==> src/rtl/ln_pkg.sv <==
// rtl/ln_pkg.sv - shared types, widths and helpers for the LayerNorm statistics engine
package ln_pkg;

    localparam int FRAC_IN  = 10;
    localparam int FRAC_VAR = 20;

    typedef enum logic [1:0] {
        ST_ACCUM = 2'd0,
        ST_MEAN  = 2'd1,
        ST_VAR   = 2'd2,
        ST_OUT   = 2'd3
    } ln_state_e;

    // Accumulator width that cannot overflow when summing n values of base_w bits.
    function automatic int acc_width(input int base_w, input int n);
        return base_w + $clog2(n);
    endfunction

    // Clamp v into [0, 2^(w-1)-1].
    function automatic logic signed [63:0] ln_sat(input logic signed [63:0] v, input int w);
        logic signed [63:0] max_v;
        max_v = (64'sd1 <<< (w - 1)) - 64'sd1;
        if (v < 64'sd0) begin
            return '0;
        end else if (v > max_v) begin
            return max_v;
        end
        return v;
    endfunction

endpackage

==> src/rtl/ln_lane_reducer.sv <==
// rtl/ln_lane_reducer.sv - combinational per-beat sum and sum of squares across lanes
module ln_lane_reducer
    import ln_pkg::*;
#(
    parameter int LANES      = 4,
    parameter int DATA_WIDTH = 16,
    parameter int SUM_W      = 22,
    parameter int SQ_W       = 38
) (
    input  logic [LANES*DATA_WIDTH-1:0] i_data,
    output logic signed [SUM_W-1:0]     o_sum,
    output logic [SQ_W-1:0]             o_sumsq
);

    logic signed [SUM_W-1:0]      w_ext[LANES];
    logic [2*DATA_WIDTH-1:0]      w_sq[LANES];

    for (genvar k = 0; k < LANES; k++) begin : g_lane
        logic signed [DATA_WIDTH-1:0]   w_lane;
        logic signed [2*DATA_WIDTH-1:0] w_wide;
        assign w_lane   = i_data[k*DATA_WIDTH +: DATA_WIDTH];
        assign w_wide   = {{DATA_WIDTH{w_lane[DATA_WIDTH-1]}}, w_lane};
        assign w_ext[k] = SUM_W'(w_lane);
        // A square of a DATA_WIDTH-bit signed value fits in 2*DATA_WIDTH bits and is never negative.
        assign w_sq[k]  = w_wide * w_wide;
    end

    // Sum all lanes of the beat; the tool balances the chain into an adder tree.
    always_comb begin
        o_sum   = '0;
        o_sumsq = '0;
        for (int k = 0; k < LANES; k++) begin
            o_sum   = o_sum + w_ext[k];
            o_sumsq = o_sumsq + SQ_W'(w_sq[k]);
        end
    end

endmodule

==> src/rtl/ln_stats_stream.sv <==
// rtl/ln_stats_stream.sv - single-pass mean/variance engine; LN_STATS_EPS_EN adds EPS to variance
module ln_stats_stream
    import ln_pkg::*;
#(
    parameter int D_MODEL    = 64,
    parameter int LANES      = 4,
    parameter int DATA_WIDTH = 16,
    parameter int MEAN_WIDTH = 24,
    parameter int VAR_WIDTH  = 24,
    parameter int EPS        = 0
) (
    input  logic                          clk,
    input  logic                          rst,
    input  logic [LANES*DATA_WIDTH-1:0]   in_data_flat,
    input  logic                          in_valid,
    input  logic                          in_last,
    output logic                          in_ready,
    output logic signed [MEAN_WIDTH-1:0]  mean_out,
    output logic signed [VAR_WIDTH-1:0]   var_out,
    output logic                          out_err,
    output logic                          out_valid,
    input  logic                          out_ready
);

    localparam int BEATS  = D_MODEL / LANES;
    localparam int LOG2_D = $clog2(D_MODEL);
    localparam int SUM_W  = acc_width(DATA_WIDTH, D_MODEL);
    localparam int SQ_W   = acc_width(2 * DATA_WIDTH, D_MODEL);
    localparam int CNT_W  = (BEATS > 1) ? $clog2(BEATS) : 1;
    localparam logic [CNT_W-1:0] LAST_BEAT = CNT_W'(BEATS - 1);

`ifdef LN_STATS_EPS_EN
    localparam bit EPS_EN = 1'b1;
`else
    localparam bit EPS_EN = 1'b0;
`endif

    ln_state_e                    r_state;
    logic signed [SUM_W-1:0]      r_sum;
    logic [SQ_W-1:0]              r_sumsq;
    logic [CNT_W-1:0]             r_beat_cnt;
    logic                         r_err;
    logic signed [MEAN_WIDTH-1:0] r_mean;
    logic [SQ_W-1:0]              r_ex2;
    logic signed [VAR_WIDTH-1:0]  r_var;
    logic                         r_in_ready;
    logic                         r_out_valid;

    logic signed [SUM_W-1:0]      w_beat_sum;
    logic [SQ_W-1:0]              w_beat_sq;
    logic                         w_fire;
    logic                         w_is_last_beat;
    logic                         w_last_bad;
    logic signed [SUM_W-1:0]      w_mean_floor;
    logic signed [MEAN_WIDTH-1:0] w_mean_trunc;
    logic [SQ_W-1:0]              w_ex2;
    logic signed [63:0]           w_mean_sq;
    logic signed [63:0]           w_var_raw;
    logic signed [63:0]           w_var_clamped;
    logic signed [63:0]           w_var_pre_sat;
    logic signed [VAR_WIDTH-1:0]  w_var_next;

    ln_lane_reducer #(
        .LANES      (LANES),
        .DATA_WIDTH (DATA_WIDTH),
        .SUM_W      (SUM_W),
        .SQ_W       (SQ_W)
    ) u_reducer (
        .i_data  (in_data_flat),
        .o_sum   (w_beat_sum),
        .o_sumsq (w_beat_sq)
    );

    assign w_fire         = in_valid && r_in_ready;
    assign w_is_last_beat = (r_beat_cnt == LAST_BEAT);
    assign w_last_bad     = (in_last != w_is_last_beat);

    // Division by D_MODEL is a shift: arithmetic (floor) for the mean, logical for E[x^2].
    assign w_mean_floor   = r_sum >>> LOG2_D;
    assign w_mean_trunc   = MEAN_WIDTH'(w_mean_floor);
    assign w_ex2          = r_sumsq >> LOG2_D;

    // Variance uses the already-truncated mean so mean_out and var_out stay consistent.
    assign w_mean_sq      = 64'(r_mean) * 64'(r_mean);
    assign w_var_raw      = $signed(64'(r_ex2)) - w_mean_sq;
    assign w_var_clamped  = (w_var_raw < 64'sd0) ? 64'sd0 : w_var_raw;
    assign w_var_pre_sat  = EPS_EN ? (w_var_clamped + 64'(EPS)) : w_var_raw;
    assign w_var_next     = VAR_WIDTH'(ln_sat(w_var_pre_sat, VAR_WIDTH));

    // Control FSM: accumulate beats, then two compute cycles, then hold the result.
    always_ff @(posedge clk) begin
        if (rst) begin
            r_state     <= ST_ACCUM;
            r_sum       <= '0;
            r_sumsq     <= '0;
            r_beat_cnt  <= '0;
            r_err       <= 1'b0;
            r_mean      <= '0;
            r_ex2       <= '0;
            r_var       <= '0;
            r_in_ready  <= 1'b1;
            r_out_valid <= 1'b0;
        end else begin
            case (r_state)
                ST_ACCUM: begin
                    if (w_fire) begin
                        r_sum   <= r_sum + w_beat_sum;
                        r_sumsq <= r_sumsq + w_beat_sq;
                        if (w_last_bad) begin
                            r_err <= 1'b1;
                        end
                        // The count, not in_last, decides where the vector ends.
                        if (w_is_last_beat) begin
                            r_in_ready <= 1'b0;
                            r_state    <= ST_MEAN;
                        end else begin
                            r_beat_cnt <= r_beat_cnt + CNT_W'(1);
                        end
                    end
                end
                ST_MEAN: begin
                    r_mean  <= w_mean_trunc;
                    r_ex2   <= w_ex2;
                    r_state <= ST_VAR;
                end
                ST_VAR: begin
                    r_var       <= w_var_next;
                    r_out_valid <= 1'b1;
                    r_state     <= ST_OUT;
                end
                ST_OUT: begin
                    if (out_ready) begin
                        r_out_valid <= 1'b0;
                        r_sum       <= '0;
                        r_sumsq     <= '0;
                        r_beat_cnt  <= '0;
                        r_err       <= 1'b0;
                        r_in_ready  <= 1'b1;
                        r_state     <= ST_ACCUM;
                    end
                end
                default: begin
                    r_state <= ST_ACCUM;
                end
            endcase
        end
    end

    assign in_ready  = r_in_ready;
    assign out_valid = r_out_valid;
    assign mean_out  = r_mean;
    assign var_out   = r_var;
    assign out_err   = r_err;

endmodule

==> config.mk <==
export PLATFORM = sky130hd
export DESIGN_NAME = ln_stats_stream
export DESIGN_NICKNAME = d
export VERILOG_FILES = /design/src/rtl/ln_pkg.sv /design/src/rtl/ln_lane_reducer.sv /design/src/rtl/ln_stats_stream.sv
export SDC_FILE = /design/constraint.sdc
export NUM_CORES = 2
export LEC_CHECK = 0
export CORE_MARGIN = 4
export CORE_UTILIZATION = 46
export DETAILED_ROUTE_END_ITERATION = 16
export MAX_ROUTING_LAYER = met4
export SYNTH_ARGS = -nofsm -noshare
export SYNTH_HDL_FRONTEND = slang
export SYNTH_SLANG_ARGS = --single-unit
==> constraint.sdc <==
create_clock -name clk -period 32.3 [get_ports clk]
set_input_delay 6.46 -clock clk [delete_from_list [all_inputs] [get_ports clk]]
set_output_delay 6.46 -clock clk [all_outputs]
set_load 0.01 [all_outputs]
==> key figures <==
Routing
  • DRT iter0 DRCs: 2,336
  • DRC violations left: 0
  • Vias: 41,260
  • Final antenna-violating net count: 0
  • Final WL: 149.8 mm
  • Vias per inst: 5.065
  • TritonRoute pass-1 iters: 5
  • WL/cell: 18.40 µm

Clock network
  • Sink Count: 141
  • Clock buffer depth: 2
  • CTS tree: built
  • Clock tree root buffer cell: clkbuf_16
  • Post-CTS Setup Bufs: 0
  • CTS Buf Count: 17
  • Clock latency on the worst-skew pair: 0.45 ns
  • Clock-pin slew on the worst setup and hold paths: 0.07 ns
  • Htree depth: 4
  • Post_cts resized: 0
  • # hold bufs at CTS: 0

Yosys
  • Top_reg_cell synth: dfxtp_1
  • Post-Syn Nets: 8,438
  • Yosys warns: 0
  • Mean Syn Cell Area: 9.041 µm²
  • Synthesized area: 58,250 µm²
  • Yosys cell types: 74
  • Yosys reg bits: 141
  • Top cell type's share of synthesized area: 46.22%
  • Syn Inst Count: 6,443
  • Async S/R FF share, synth: 0%
  • Area contributors post-synth: fa_1 46%, ha_1 12%, inv_1 12%
  • Seq/Total Area, Yosys: 4.846%
  • EDFF count, synth: 0
  • Yosys top cell by area: fa_1

Worst hold path
  • Worst hold path class: register to register
  • Hold_sp: var_out[23]$_SDFFE_PP0P_

Place
  • PortBufs: 119
  • Post-DP Area: 61,310 µm²
  • Placed cells: 8,110
  • Gp weighted congestion: 0.9327
  • Dpl hpwl: 127.9 mm
  • Pre-CTS setup slack: 14.25 ns

Outcome
  • Outcome: complete, no violations

GRT
  • Global-route wire length before repair: 244.9 mm
  • Initial antenna violation count: 3
  • Pin count of the biggest net entering global routing: 76
  • Vias in the first global route: 44,590
  • Grt ovf: 0
  • GRT Total Usage: 24.31%

Critical path
  • Crit. End Element: register
  • Most used cell, CP: fa_1
  • CP max stage delay: 0.89 ns
  • Crit path buf inv count: 6
  • Required time worst endpoint: 32.67 ns
  • CP Max Fanout: 21
  • Delay-heaviest family, CP: adder cells
  • Critical Path AT: 18.04 ns
  • Critical path launch point type: primary input
  • Critical path class: primary input to register
  • Launch point of the worst path: in_data_flat[1]
  • Worst path slowest cell: clkdlybuf4s50_1
  • Worst r2r src: mean_out[15]$_SDFFE_PP0N_

Layout
  • Share of layout cells above drive strength 1: 2.049%
  • Final Net Count: 8,474
  • Most common library cell in the layout ignoring fill and taps: inv_1
  • Most frequent cells in the layout: 1,839 x inv_1, 1,345 x fa_1, 580 x ha_1
  • Post-route insts no fill: 8,145
  • Layout area overhead: 6.263%
  • Fillers: 12,040
  • Fin area: 61,900 µm²

Die
  • DIE HEIGHT: 363.9 µm
  • Initial Util: 46.33%
  • Die ar.: 132,400 µm²
  • Die X: 363.9 µm
  • Io pins: 120
  • Row cnt: 130
  • Core area: 125,700 µm²

STA
  • Fin crit share: 54.70%
  • TNS Setup: 0 ns
  • Min cycle time layout: 17.67 ns
  • Slew headroom: 17.32%
  • Final Worst Setup Slack: 14.63 ns
  • Clk_skew: 0.01248 ns
  • Setup violators final: 0
  • RSZ-0062 raised after global routing: false
  • Count of final hold-check violations: 0
  • Max-slew violation count: 0
  • Achievable Freq: 0.05660 GHz
  • Slew @ Worst Pin: 1.235 ns

Run
  • Total of max-cap violations: 0
-- synth_stat cells (5+ instances only) --
cell type and instances:
nor3b_1 8, or4_1 5, o31ai_1 6, nand3_1 43, nand2b_1 41, mux2i_1 51
nor3_1 47, clkbuf_1 144, xor2_1 100, a31oi_1 26, a21oi_1 194, a21o_1 94
o41ai_1 5, or2_2 18, o21bai_1 29, and2_1 155, ha_1 581, a221o_1 5
o21a_1 37, nor2_1 419, o311ai_0 7, o211ai_1 17, dfxtp_1 141, o31a_1 7
a211o_1 5, clkinv_1 8, a2111oi_0 6, xnor2_1 188, inv_1 1839, nor2b_1 44
or3_1 16, a21boi_0 10, fa_1 1345, o21ai_0 111, nand4_1 13, a311oi_1 23
nand2_1 484, a211oi_1 17, a22oi_1 35, and4_1 5, and3_1 22, a31o_2 11
buf_4 10
-- sequential cells by signal, indices dropped and copies added (netlist names) --
register	cells
in_ready	1
out_err	1
var_out	24
r_sumsq	38
r_state	2
r_ex2	32
out_valid	1
r_beat_cnt	4
mean_out	16
r_sum	22
-- cell families (layout without fill, tap and decap cells) --
group,count (synthesis),count (layout),synth area share [%]
xor+xnor,288,288,4.330
fa+ha+maj,1926,1926,58.70
mux,54,54,0.9343
compound gates,683,683,7.698
other cells,0,3,0
buf+inv,2009,2058,13.01
simple gates,1342,1342,10.48
flops,141,141,4.846
-- final timing paths --
kind	slack [ns]	endpoint	depth (start not counted)
max	14.63	r_sumsq[37]$_SDFFE_PP0P_	44
min	0.46	var_out[23]$_SDFFE_PP0P_	1
max reg2reg	23.79	var_out[18]$_SDFFE_PP0P_	22
min reg2reg	0.46	var_out[23]$_SDFFE_PP0P_	1
-- metrics by stage --
| step | utilization, % | hold slack [ns] |
|---|---|---|
| 2_1_floorplan | - | 0.4465 |
| 3_3_place_gp | 48.77 | 0.4448 |
| 3_5_place_dp | 48.77 | 0.4481 |
| 4_1_cts | 49.23 | 0.4648 |
| 5_1_grt | 49.23 | 0.4887 |
| 6_report | 49.23 | 0.4591 |
-- area by class of cell --
cell class	instances	area, µm²	area share, %
clock buffer	17	425.4	0.6872
timing repair buffer	176	1617	2.612
antenna	3	7.507	0.01213
multi-input combinational	4293	47870	77.33
inverter	1850	6944	11.22
sequential	141	2823	4.560
clock inverter	15	153.9	0.2486
tap	1650	2064	3.335
-- metal layers --
| layer | vias to the layer above | part of all wire [%] | routed length (µm) | GRT usage [%] |
|---|---|---|---|---|
| met3 | 153 | 4.4 | 6577 | 2.401 |
| li1 | 19330 | - | - | - |
| met4 | 0 | 2.6 | 3935 | 5.755 |
| met1 | 20940 | 44 | 66420 | 32.12 |
| met5 | - | 0 | 0 | - |
| met2 | 841 | 49 | 72900 | 40.68 |
Power is not shown: default switching activity piles up to over one toggle a cycle in this logic, so the estimate is an artifact.
